==> config.mk <==
export PLATFORM = sky130hd
export DESIGN_NAME = load_store_unit
export DESIGN_NICKNAME = d
export VERILOG_FILES = /design/src/rtl/load_store_unit.sv
export SDC_FILE = /design/constraint.sdc
export NUM_CORES = 1
export LEC_CHECK = 0
export CAP_MARGIN = 20
export CORE_MARGIN = 5
export CORE_UTILIZATION = 42
export DETAILED_ROUTE_END_ITERATION = 7
export GPL_TIMING_DRIVEN = 0
export PLACE_DENSITY = 0.88
export SETUP_SLACK_MARGIN = 0.02
export SLEW_MARGIN = 5
export SYNTH_ARGS = -nofsm -noshare
export SYNTH_HDL_FRONTEND = slang
export SYNTH_SLANG_ARGS = --single-unit
export TNS_END_PERCENT = 20
==> constraint.sdc <==
create_clock -name clk -period 2.8 [get_ports clk]
set_input_delay 0.28 -clock clk [delete_from_list [all_inputs] [get_ports clk]]
set_output_delay 0.28 -clock clk [all_outputs]
set_load 0.03 [all_outputs]
==> src/rtl/load_store_unit.sv <==
// load_store_unit
//   Initiator side of a byte-addressed data RAM port with a 1-cycle registered read.
//   It takes one RV32 load/store at a time from the execute stage and checks funct3,
//   alignment and range. It then drives the RAM, sign- or zero-extends the load data
//   and holds the response until the pipeline consumes it.
//
// Ports
//   clk, rst                 clock and synchronous active-high reset
//   req_valid/req_ready      request handshake (ready only in IDLE, out of reset)
//   req_write, req_funct3    1=store / 0=load, RV32 funct3 (size and signedness)
//   req_addr, req_wdata      byte address and store data (low bytes used by the RAM)
//   resp_valid/resp_ready    response handshake; response held until consumed
//   resp_rdata, resp_err     extended load data (0 for stores/faults), fault flag
//   mem_addr/width/din       registered RAM address, width (00 b, 01 h, 10 w), write data
//   mem_write                RAM write strobe, only during the ACCESS cycle of a store
//   mem_dout                 RAM read data, valid the cycle after the address is presented
module load_store_unit #(
  parameter int          WORD    = 32,
  parameter int          ADDR    = 32,
  parameter int unsigned MEM_LEN = 65535
) (
  input  logic            clk,
  input  logic            rst,
  input  logic            req_valid,
  output logic            req_ready,
  input  logic            req_write,
  input  logic [2:0]      req_funct3,
  input  logic [ADDR-1:0] req_addr,
  input  logic [WORD-1:0] req_wdata,
  output logic            resp_valid,
  input  logic            resp_ready,
  output logic [WORD-1:0] resp_rdata,
  output logic            resp_err,
  output logic [ADDR-1:0] mem_addr,
  output logic [1:0]      mem_width,
  output logic            mem_write,
  output logic [WORD-1:0] mem_din,
  input  logic [WORD-1:0] mem_dout
);

  localparam logic [1:0] S_IDLE    = 2'd0;
  localparam logic [1:0] S_ACCESS  = 2'd1;
  localparam logic [1:0] S_CAPTURE = 2'd2;
  localparam logic [1:0] S_RESP    = 2'd3;

  logic [1:0]      r_state;
  logic            r_write;
  logic [2:0]      r_funct3;
  logic [ADDR-1:0] r_mem_addr;
  logic [1:0]      r_mem_width;
  logic [WORD-1:0] r_mem_din;
  logic [WORD-1:0] r_resp_rdata;
  logic            r_resp_err;

  logic            w_accept;
  logic            w_bad_funct3;
  logic            w_misaligned;
  logic            w_out_of_range;
  logic            w_fault;
  logic [1:0]      w_size_m1;
  logic [ADDR:0]   w_last_byte;
  logic [WORD-1:0] w_load_ext;

  assign req_ready  = (r_state == S_IDLE) && !rst;
  assign w_accept   = req_valid && req_ready;
  assign resp_valid = (r_state == S_RESP);
  assign resp_rdata = r_resp_rdata;
  assign resp_err   = r_resp_err;
  assign mem_addr   = r_mem_addr;
  assign mem_width  = r_mem_width;
  assign mem_din    = r_mem_din;

  // Gated by rst so that a reset landing on the closing edge of a store ACCESS
  // cannot let the RAM commit the write.
  assign mem_write  = (r_state == S_ACCESS) && r_write && !rst;

  // Loads allow the unsigned variants (1xx except 110/111); stores only 000..010.
  always_comb begin
    if (req_write) begin
      w_bad_funct3 = req_funct3[2] || (req_funct3[1:0] == 2'b11);
    end else begin
      w_bad_funct3 = (req_funct3 == 3'b011) || (req_funct3 == 3'b110) ||
                     (req_funct3 == 3'b111);
    end
  end

  assign w_misaligned = ((req_funct3[1:0] == 2'b01) && req_addr[0]) ||
                        ((req_funct3[1:0] == 2'b10) && (req_addr[1:0] != 2'b00));

  // Access size minus one: byte 0, half 1, word 3.
  assign w_size_m1 = {req_funct3[1], req_funct3[1] | req_funct3[0]};

  // One extra bit so an access near the top of the address space cannot wrap
  // around to a small, apparently valid, byte index.
  assign w_last_byte    = {1'b0, req_addr} + {{(ADDR-1){1'b0}}, w_size_m1};
  assign w_out_of_range = (w_last_byte > (ADDR+1)'(MEM_LEN));

  assign w_fault = w_bad_funct3 || w_misaligned || w_out_of_range;

  always_comb begin
    case (r_funct3)
      3'b000:  w_load_ext = {{(WORD-8){mem_dout[7]}},   mem_dout[7:0]};
      3'b001:  w_load_ext = {{(WORD-16){mem_dout[15]}}, mem_dout[15:0]};
      3'b100:  w_load_ext = {{(WORD-8){1'b0}},          mem_dout[7:0]};
      3'b101:  w_load_ext = {{(WORD-16){1'b0}},         mem_dout[15:0]};
      default: w_load_ext = mem_dout;
    endcase
  end

  always_ff @(posedge clk) begin
    if (rst) begin
      r_state      <= S_IDLE;
      r_write      <= 1'b0;
      r_funct3     <= 3'b010;
      r_mem_addr   <= '0;
      r_mem_width  <= 2'b10;
      r_mem_din    <= '0;
      r_resp_rdata <= '0;
      r_resp_err   <= 1'b0;
    end else begin
      case (r_state)
        S_IDLE: begin
          if (w_accept) begin
            r_write      <= req_write;
            r_funct3     <= req_funct3;
            r_mem_addr   <= req_addr;
            r_mem_width  <= req_funct3[1:0];
            r_mem_din    <= req_wdata;
            r_resp_rdata <= '0;
            r_resp_err   <= w_fault;
            r_state      <= w_fault ? S_RESP : S_ACCESS;
          end
        end
        S_ACCESS: begin
          r_state <= r_write ? S_RESP : S_CAPTURE;
        end
        S_CAPTURE: begin
          r_resp_rdata <= w_load_ext;
          r_state      <= S_RESP;
        end
        default: begin
          if (resp_ready) begin
            r_state <= S_IDLE;
          end
        end
      endcase
    end
  end

endmodule

* Word-level counts from Yosys, hierarchy flattened *
Index checks and enable logic that the tools add are counted.

operators by class
  reduce and logical (&&, ||, !) cells = 21
  $add $sub $neg = 1
  bitwise logic cells = 1
  equality and inequality tests = 13
  order comparisons = 1
  muxes and demuxes = 9

operator list
  cell                                                                     count
  32-bit case mux with 4 select lines                                      1
  32-bit case mux with 2 select lines                                      1
  32-bit by 2-bit adder with 33-bit output                                 1
  33-bit by 16-bit > comparator with 1-bit output (second input constant)  1
  32-bit 2-to-1 mux                                                        1
  3-bit equality test (second input constant)                              4
  2-bit equality test (second input constant)                              4
  1-bit logical AND                                                        6
  1-bit logical OR                                                         6
  2-bit 2-to-1 mux                                                         3
  2-bit case mux with 3 select lines                                       1
  2-bit AND reduction                                                      3
  2-bit by 1-bit equality test with 1-bit output (second input constant)   2
  2-bit nonzero test                                                       2
  4-bit nonzero test                                                       1
  3-bit by 1-bit equality test with 1-bit output (second input constant)   1
  3-bit by 2-bit equality test with 1-bit output (second input constant)   1
  3-bit zero test                                                          1
  2-bit zero test                                                          1
  1-bit 2-to-1 mux                                                         2
  2-bit inequality test (second input constant)                            1
  1-bit zero test                                                          1
  1-bit bitwise OR                                                         1

storage, ports and cells
  output and inout port bits = 102
  bits in registers = 105
  input port bits = 104
  word-level logic and storage cells = 54

* Logic depth before layout (Yosys ltp) *
  depth after elaboration = 9
  depth in mapped cells = 11
  gate-level depth less buffers = 9

* Worst setup path after synthesis *
OpenSTA, ideal clock, no wires.

  kind = input port to flip-flop
  start = in req_funct3[0]
  end = reg r_resp_err, in the netlist resp_err
  library setup time = 133 ps
  stages on the path = 9
  data arrival time = 2143 ps
  buffers on the path = 0
  path slack = 524 ps
  cells stage by stage = or2_2 ha_1 fa_1 nand3_1 nor4_1 nand4_1 mux2_2 nor4_2 a211oi_2

on the way
  word-level cells in the longest chain between the ends = 6

RTL lines
  element                                                                                           RTL line  text
  from (decl)                                                                                       27        input logic [2:0] req_funct3,
  parallel branches: the longest is 5 deep, another holds 32-bit by 2-bit adder with 33-bit output  --
  1-bit logical OR (*)                                                                              98        assign w_fault = w_bad_funct3 || w_misaligned || w_out_of_range;
  to (signal assigned)                                                                              130       r_resp_err <= w_fault;
  to (decl)                                                                                         53        logic r_resp_err;

Mark *: on every way between the ends.
A chain may end at the register's enable or synchronous reset.

* Final worst setup path *
Ends and elaborated chain as after synthesis.

==> qor.csv <==
stage,metric,value,unit
cells_and_area,design area,0.00711,sq mm
synthesis,Most used DFF post-synth,dfxtp_1,
synthesis,ys async rst share,0,
cells_and_area,Multi-input gate area,0.00238,sq mm
synthesis,Yosys warnings,0,
worst_setup_path,Worst path slowest cell,clkdlybuf4s50_1,
worst_setup_path,Setup crit end kind,flop,
floorplan,core footprint,0.0109,sq mm
timing,Rel. slew slack,0.605,
detailed_routing,overall routed net length,15300,microns
job,maxcap violations,0,
worst_setup_path,crit-path cells,clkdlybuf4s50_1 > or2_2 > ha_1 > fa_1 > nand3_1 > nor4_1 > nand4_1 > mux2_2 > nor4_2 > a211oi_2,
worst_setup_path,kind of critical path,primary input to flop,
placed_design,routability cong.,0.869,
timing,Final Hold Fails,0,
timing,final setup fails,0,
worst_setup_path,CP max FO,4,
worst_setup_path,Worst Path Required,3050,ps
synthesis,Synth cell types,56,
cells_and_area,layout cells sized above 1,0.0550,
synthesis,Avg Inst Size Synth,8.27,sq um
timing,unrepaired setup endpoints after global routing,false,
timing,max-slew violation count,0,
floorplan,row cnt,38,
detailed_routing,Vias/cell,5.33,
synthesis,register bit count reported by yosys,103,
power_and_ir_drop,Power Total,5.14,mW
grt,pin count of the biggest net entering global routing,17,
placed_design,Placed Instances,907,
clock_network,Root Driver,clkbuf_8,
worst_setup_path,Startpoint Class,primary input,
timing,Worst Skew,11.9,ps
grt,GRT overflow,0,
cells_and_area,Antenna Cells,0,
cells_and_area,Fillers,889,
timing,Final WS setup,127,ps
worst_setup_path,combined buffer and inverter count along the critical path,1,
cells_and_area,register area,0.00206,sq mm
synthesis,Mapped Nets,677,
detailed_routing,initial DRC count,358,
timing,Final Cycle Share,0.955,
detailed_routing,Post-route DRC,0,
synthesis,Post-synth EDFFs,0,
floorplan,Die Ht,116,microns
run_status,status,"finished, final reports clean",
detailed_routing,post-route ant nets,0,
timing,setup TNS,0,ps
floorplan,Die W,116,microns
power_and_ir_drop,"IR drop worst, VDD",0.000361,V
cells_and_area,area grow syn2layout,51.8,%
placed_design,I/O Buffers,201,
placed_design,dpl cell area,0.00687,sq mm
synthesis,Post-Syn Instances,566,
detailed_routing,Routed WL per cell,16.6,microns
worst_setup_path,CP top delay family,simple AND/OR/NAND/NOR gates,
cells_and_area,most frequent cells in the layout,"clkdlybuf4s50_1, nand2_1, dfxtp_1, nand3b_1, a21oi_1",
floorplan,Ports,206,
clock_network,Clock Path Buffers,2,
clock_network,setup bufs post-CTS,0,
timing,Achievable Freq,0.374,GHz
synthesis,Mapped Area,0.00468,sq mm
timing,post-route minimum period,2670,ps
floorplan,Initial Utilization,0.430,
grt,initial antenna violation count,0,
worst_setup_path,CP Data Arrival Time,2920,ps
cells_and_area,Post-layout nets,889,
power_and_ir_drop,Pwr Density,723,mW/mm^2
hold_path,min-delay worst type,primary input to flop,
clock_network,clk sinks,103,
clock_network,H-tree levels,3,
clock_network,clk slew on worst S/H paths,100,ps
clock_network,worst-skew pair later-pin latency,360,ps
placed_design,Final HPWL DP,11900,microns
grt,All-Layer GR Usage,0.223,
detailed_routing,total iterations of the first detailed-routing run,5,
placed_design,Place WS,-270,ps
power_and_ir_drop,leak pwr,2.83,nW
cells_and_area,"most common cell after layout, fill and taps aside",clkdlybuf4s50_1,
detailed_routing,vias post-DR,4911,
synthesis,sequential cell area fraction in the yosys report,0.440,
cells_and_area,non-filler instance count after layout,922,
clock_network,cts bufs inserted,9,
floorplan,Die Footprint,0.0134,sq mm
grt,global-route wire length before repair,23900,microns
clock_network,CTS tree,built,
timing,slew of the pin with the lowest slew margin,592,ps
worst_setup_path,Worst path max stage delay,530,ps
grt,vias in the first global route,4918,
-- routing by layer --
layer | GRT usage | share of wire | up-vias
met5 | 0 | 0 | -
met4 | 0.0915 | 0.021 | 0
met3 | 0.0569 | 0.094 | 32
met1 | 0.269 | 0.40 | 2298
li1 | - | - | 2365
met2 | 0.378 | 0.48 | 216
-- kinds of logic after synthesis --
| family | after synthesis | share of synthesized area |
|---|---|---|
| adders and majority gates | 7 | 0.0203 |
| AOI/OAI and AO/OA | 92 | 0.115 |
| muxes | 5 | 0.0110 |
| buffers and inverters | 47 | 0.0518 |
| and+or+nand+nor | 308 | 0.354 |
| xor gates and xnor gates | 4 | 0.00748 |
| DFF | 103 | 0.440 |
-- area by class of cell --
class	instances	share of cell area
buffer	42	0.0315
clock buffer	11	0.0213
clock inverter	4	0.0107
inverter	5	0.00264
multi-input combinational	416	0.335
sequential	103	0.290
tap	140	0.0247
timing repair buffer	201	0.284
-- synthesized netlist by cell type (2+ instances only) --
master,count,area [sq um]
xor2_1,2,17.5
o21ai_0,26,130
buf_12,2,40.0
mux2i_1,4,40.0
buf_6,2,22.5
a211oi_1,2,15.0
nand2_1,156,586
and3_1,2,12.5
nand3_1,10,50.1
buf_4,2,15.0
nor3_1,4,20.0
and4b_1,2,20.0
nand4_4,3,63.8
nand3b_1,69,518
ha_1,6,75.1
nor4_4,3,63.8
nor4_1,8,50.1
or2_2,2,12.5
nand4_1,4,25.0
nor2_1,30,113
o22ai_1,2,12.5
a21oi_1,43,215
inv_1,5,18.8
or3_1,2,12.5
a22oi_1,9,67.6
xnor2_1,2,17.5
dfxtp_1,103,2060
clkbuf_1,33,124
-- tightest hold or removal path: cells and delay by family --
family | cells | cell delay [ps]
buffers and inverters | 1 | 90
and+or+nand+nor | 2 | 100
-- through the flow --
| stage | utilization | hold WS (ps) |
|---|---|---|
| final | 0.653 | 132 |
| after global routing | 0.653 | 112 |
| after CTS | 0.652 | 108 |
| after detailed placement | 0.631 | 449 |
| after global placement | 0.631 | 439 |
| after floorplan | - | 379 |
-- path summary, 6_finish.rpt --
path,from,cells after the start,endpoint,slack [ps]
worst max register to register,r_state[0]$_SDFFE_PP0P_,11,resp_rdata[23]$_SDFFE_PP0P_,340
worst min register to register,resp_rdata[31]$_SDFFE_PP0P_,2,resp_rdata[31]$_SDFFE_PP0P_,460
worst max-delay path,req_funct3[0],10,resp_err$_SDFFE_PP0P_,130
worst min-delay path,req_addr[22],3,mem_addr[22]$_SDFFE_PP0P_,130
-- power breakdown --
group          leakage [nW]  internal, mW  switching, mW
registers             0.843          1.75          0.168
clock network         0.112         0.551          0.504
logic                  1.88         0.886           1.28
-- registers in the layout, summed over array words and instances, names as in the netlist --
name,cells
r_state,2
resp_rdata,32
resp_err,1
mem_addr,32
r_funct3,3
mem_din,32
r_write,1
-- repair_timing --
| item | in CTS | in global routing |
|---|---|---|
| setup endpoints to repair | 0 | 2 |
| endpoints found under the hold margin | 0 | 0 |
| resized for setup | 0 | 2 |
| hold buffers | 0 | 0 |
Power figures use the tool's default switching activity.
==> RTL edit, RTL diff (same flow settings) <==
Set the parameter `ADDR` to 48 (it was 32).
--- a/src/rtl/load_store_unit.sv
+++ b/src/rtl/load_store_unit.sv
@@ -17,5 +17,5 @@
 module load_store_unit #(
   parameter int          WORD    = 32,
-  parameter int          ADDR    = 32,
+  parameter int          ADDR    = 48,
   parameter int unsigned MEM_LEN = 65535
 ) (
Ports: changed (resized mem_addr and req_addr); port bits go from 206 to 238. No check against the original RTL was run, so the function may have changed too.
==> RTL edit against the original RTL <==
Worst hold slack gained 0.042 ns; clock power grew 110%; cell area grew 21%; wire length grew 20%; sequential power grew 14%; total power grew 34%; setup slack gained 0.082 ns; sequential cell count grew 16; synthesized area grew 15%; critical path depth shrank 1; critical path type unchanged; largest power group unchanged.
==> RTL edit: results (changes against the original RTL) <==
outcome finished clean (unchanged); cell internal pwr 4410 uW (was 3190 uW); clock skew 0.00635 ns (was 0.0119 ns); WL final 18.3 mm (was 15.3 mm); H-tree levels 4 (was 3); gpl congestion 0.874 (was 0.869); CTS Buf Count 17 (was 9); fin nets 1,064 (was 889); Via density 5.11 (was 5.33); Slew HR 60.0% (was 60.5%); Peak VDD IR 534 uV (was 361 uV); Mapped Nets 809 (was 677); synth cell count leaders nand2_1, dfxtp_1, nand3b_1, a21oi_1, clkbuf_1 (unchanged); Port Buffers 236 (was 201); global-route wire length before repair 28.4 mm (was 23.9 mm); Tot GR Track Use 23.8% (was 22.3%); Root Buffer clkbuf_16 (was clkbuf_8); Max FO, Critical Path 5 (was 4); worst skew pair latency 0.41 ns (was 0.36 ns); layout cell share with drive strength beyond 1 5.90% (was 5.50%); drt pass-1 iters 8 (was 5); Clock Path Buffers 2 (unchanged); CP max stage cell nor4_2 (was clkdlybuf4s50_1); Yosys cell types 53 (was 56); HPWL after DPL 13.6 mm (was 11.9 mm); Seq/Total Area, Yosys 44.2% (was 44.0%); initial DRC count 349 (was 358); CTS clock-pin slew for the worst setup and hold paths 0.05 ns (was 0.10 ns); leakage 0.00348 uW (was 0.00283 uW)
## RTL edit: cell types whose count changed in the layout (fill, tap and decap cells not counted), moves of 5 or more
cell	before	now
clkbuf_8	12	5
nand3_1	10	15
nand4_1	4	9
dfxtp_1	103	119
nor2_1	30	35
nand2_1	156	199
clkbuf_1	33	38
clkdlybuf4s50_1	200	233
clkbuf_16	0	17
nor3_1	4	10
nand3b_1	69	84
## RTL edit: final timing paths
check             slack [ns]  cells past startpoint                        start                          end
setup reg to reg        0.32                     11      r_state[0]$_SDFFE_PP0P_  resp_rdata[28]$_SDFFE_PP0P_
setup / recovery        0.21                      9                  req_addr[9]      r_state[1]$_SDFFE_PP0P_
hold reg to reg         0.45                      2  resp_rdata[18]$_SDFFE_PP0P_  resp_rdata[18]$_SDFFE_PP0P_
hold / removal          0.17                      3                req_funct3[0]     r_funct3[0]$_SDFFE_PP0P_
## RTL edit: worst max-delay path, delay by kind of cell
family	cells	cell delay, ns
buffers and inverters	1	0.49
AO/OA/AOI/OAI	2	0.28
AND/OR/NAND/NOR	6	1.81
## RTL edit: layer usage
layer,routed length (um),share of wire [%],up-vias,global-route usage (%)
li1,-,-,2840,-
met1,7480,41,2655,27.9
met2,8870,49,200,40.5
met3,1490,8.1,35,8.05
met4,446,2.4,0,8.10
met5,0,0,-,0
## RTL edit: metrics by stage
stage | hold WS, ns | cell area, um^2 | instances | worst slack [ns] | setup TNS [ns]
after floorplan | 0.379 | 5400 | 682 | 0.210 | 0
after global placement | 0.438 | 7970 | 1090 | -0.537 | -1.14
after detailed placement | 0.444 | 7970 | 1090 | -0.573 | -1.23
after CTS | 0.250 | 8580 | 1121 | -0.0858 | -0.125
after global routing | 0.200 | 8630 | 1121 | 0.0440 | 0
final | 0.174 | 8630 | 1121 | 0.209 | 0
## RTL edit: timing repair
| item | CTS | global route |
|---|---|---|
| resized for setup | 3 | 13 |
| endpoints found under the setup margin | 3 | 13 |
| pin swaps | 1 | 3 |
## RTL edit: kinds of logic after synthesis
| group | after synthesis | synth area share, % |
|---|---|---|
| simple gates | 393 | 37.3 |
| flops | 119 | 44.2 |
| compound gates | 96 | 10.4 |
| buf+inv | 51 | 3.71 |
| xor+xnor | 11 | 1.79 |
| fa+ha+maj | 7 | 1.76 |
| mux | 5 | 0.928 |
## RTL edit: cell type report
cell class	instances	area, um^2
Fill cell	1039	3990
Multi-Input combinational cell	512	2870
Sequential cell	119	2380
Timing Repair Buffer	236	2370
Clock buffer	24	502
Tap cell	172	215
Buffer	44	176
Clock inverter	7	92.6
Inverter	7	26.3
## RTL edit: power groups by stage
stage,sequential [uW],combinational (uW),clock (uW)
CTS,2190,2510,2210
finish,2190,2500,2180
floorplan,2770,843,0
detailed placement,2220,2490,0
global route,2230,2700,2290
global placement,2210,2460,0
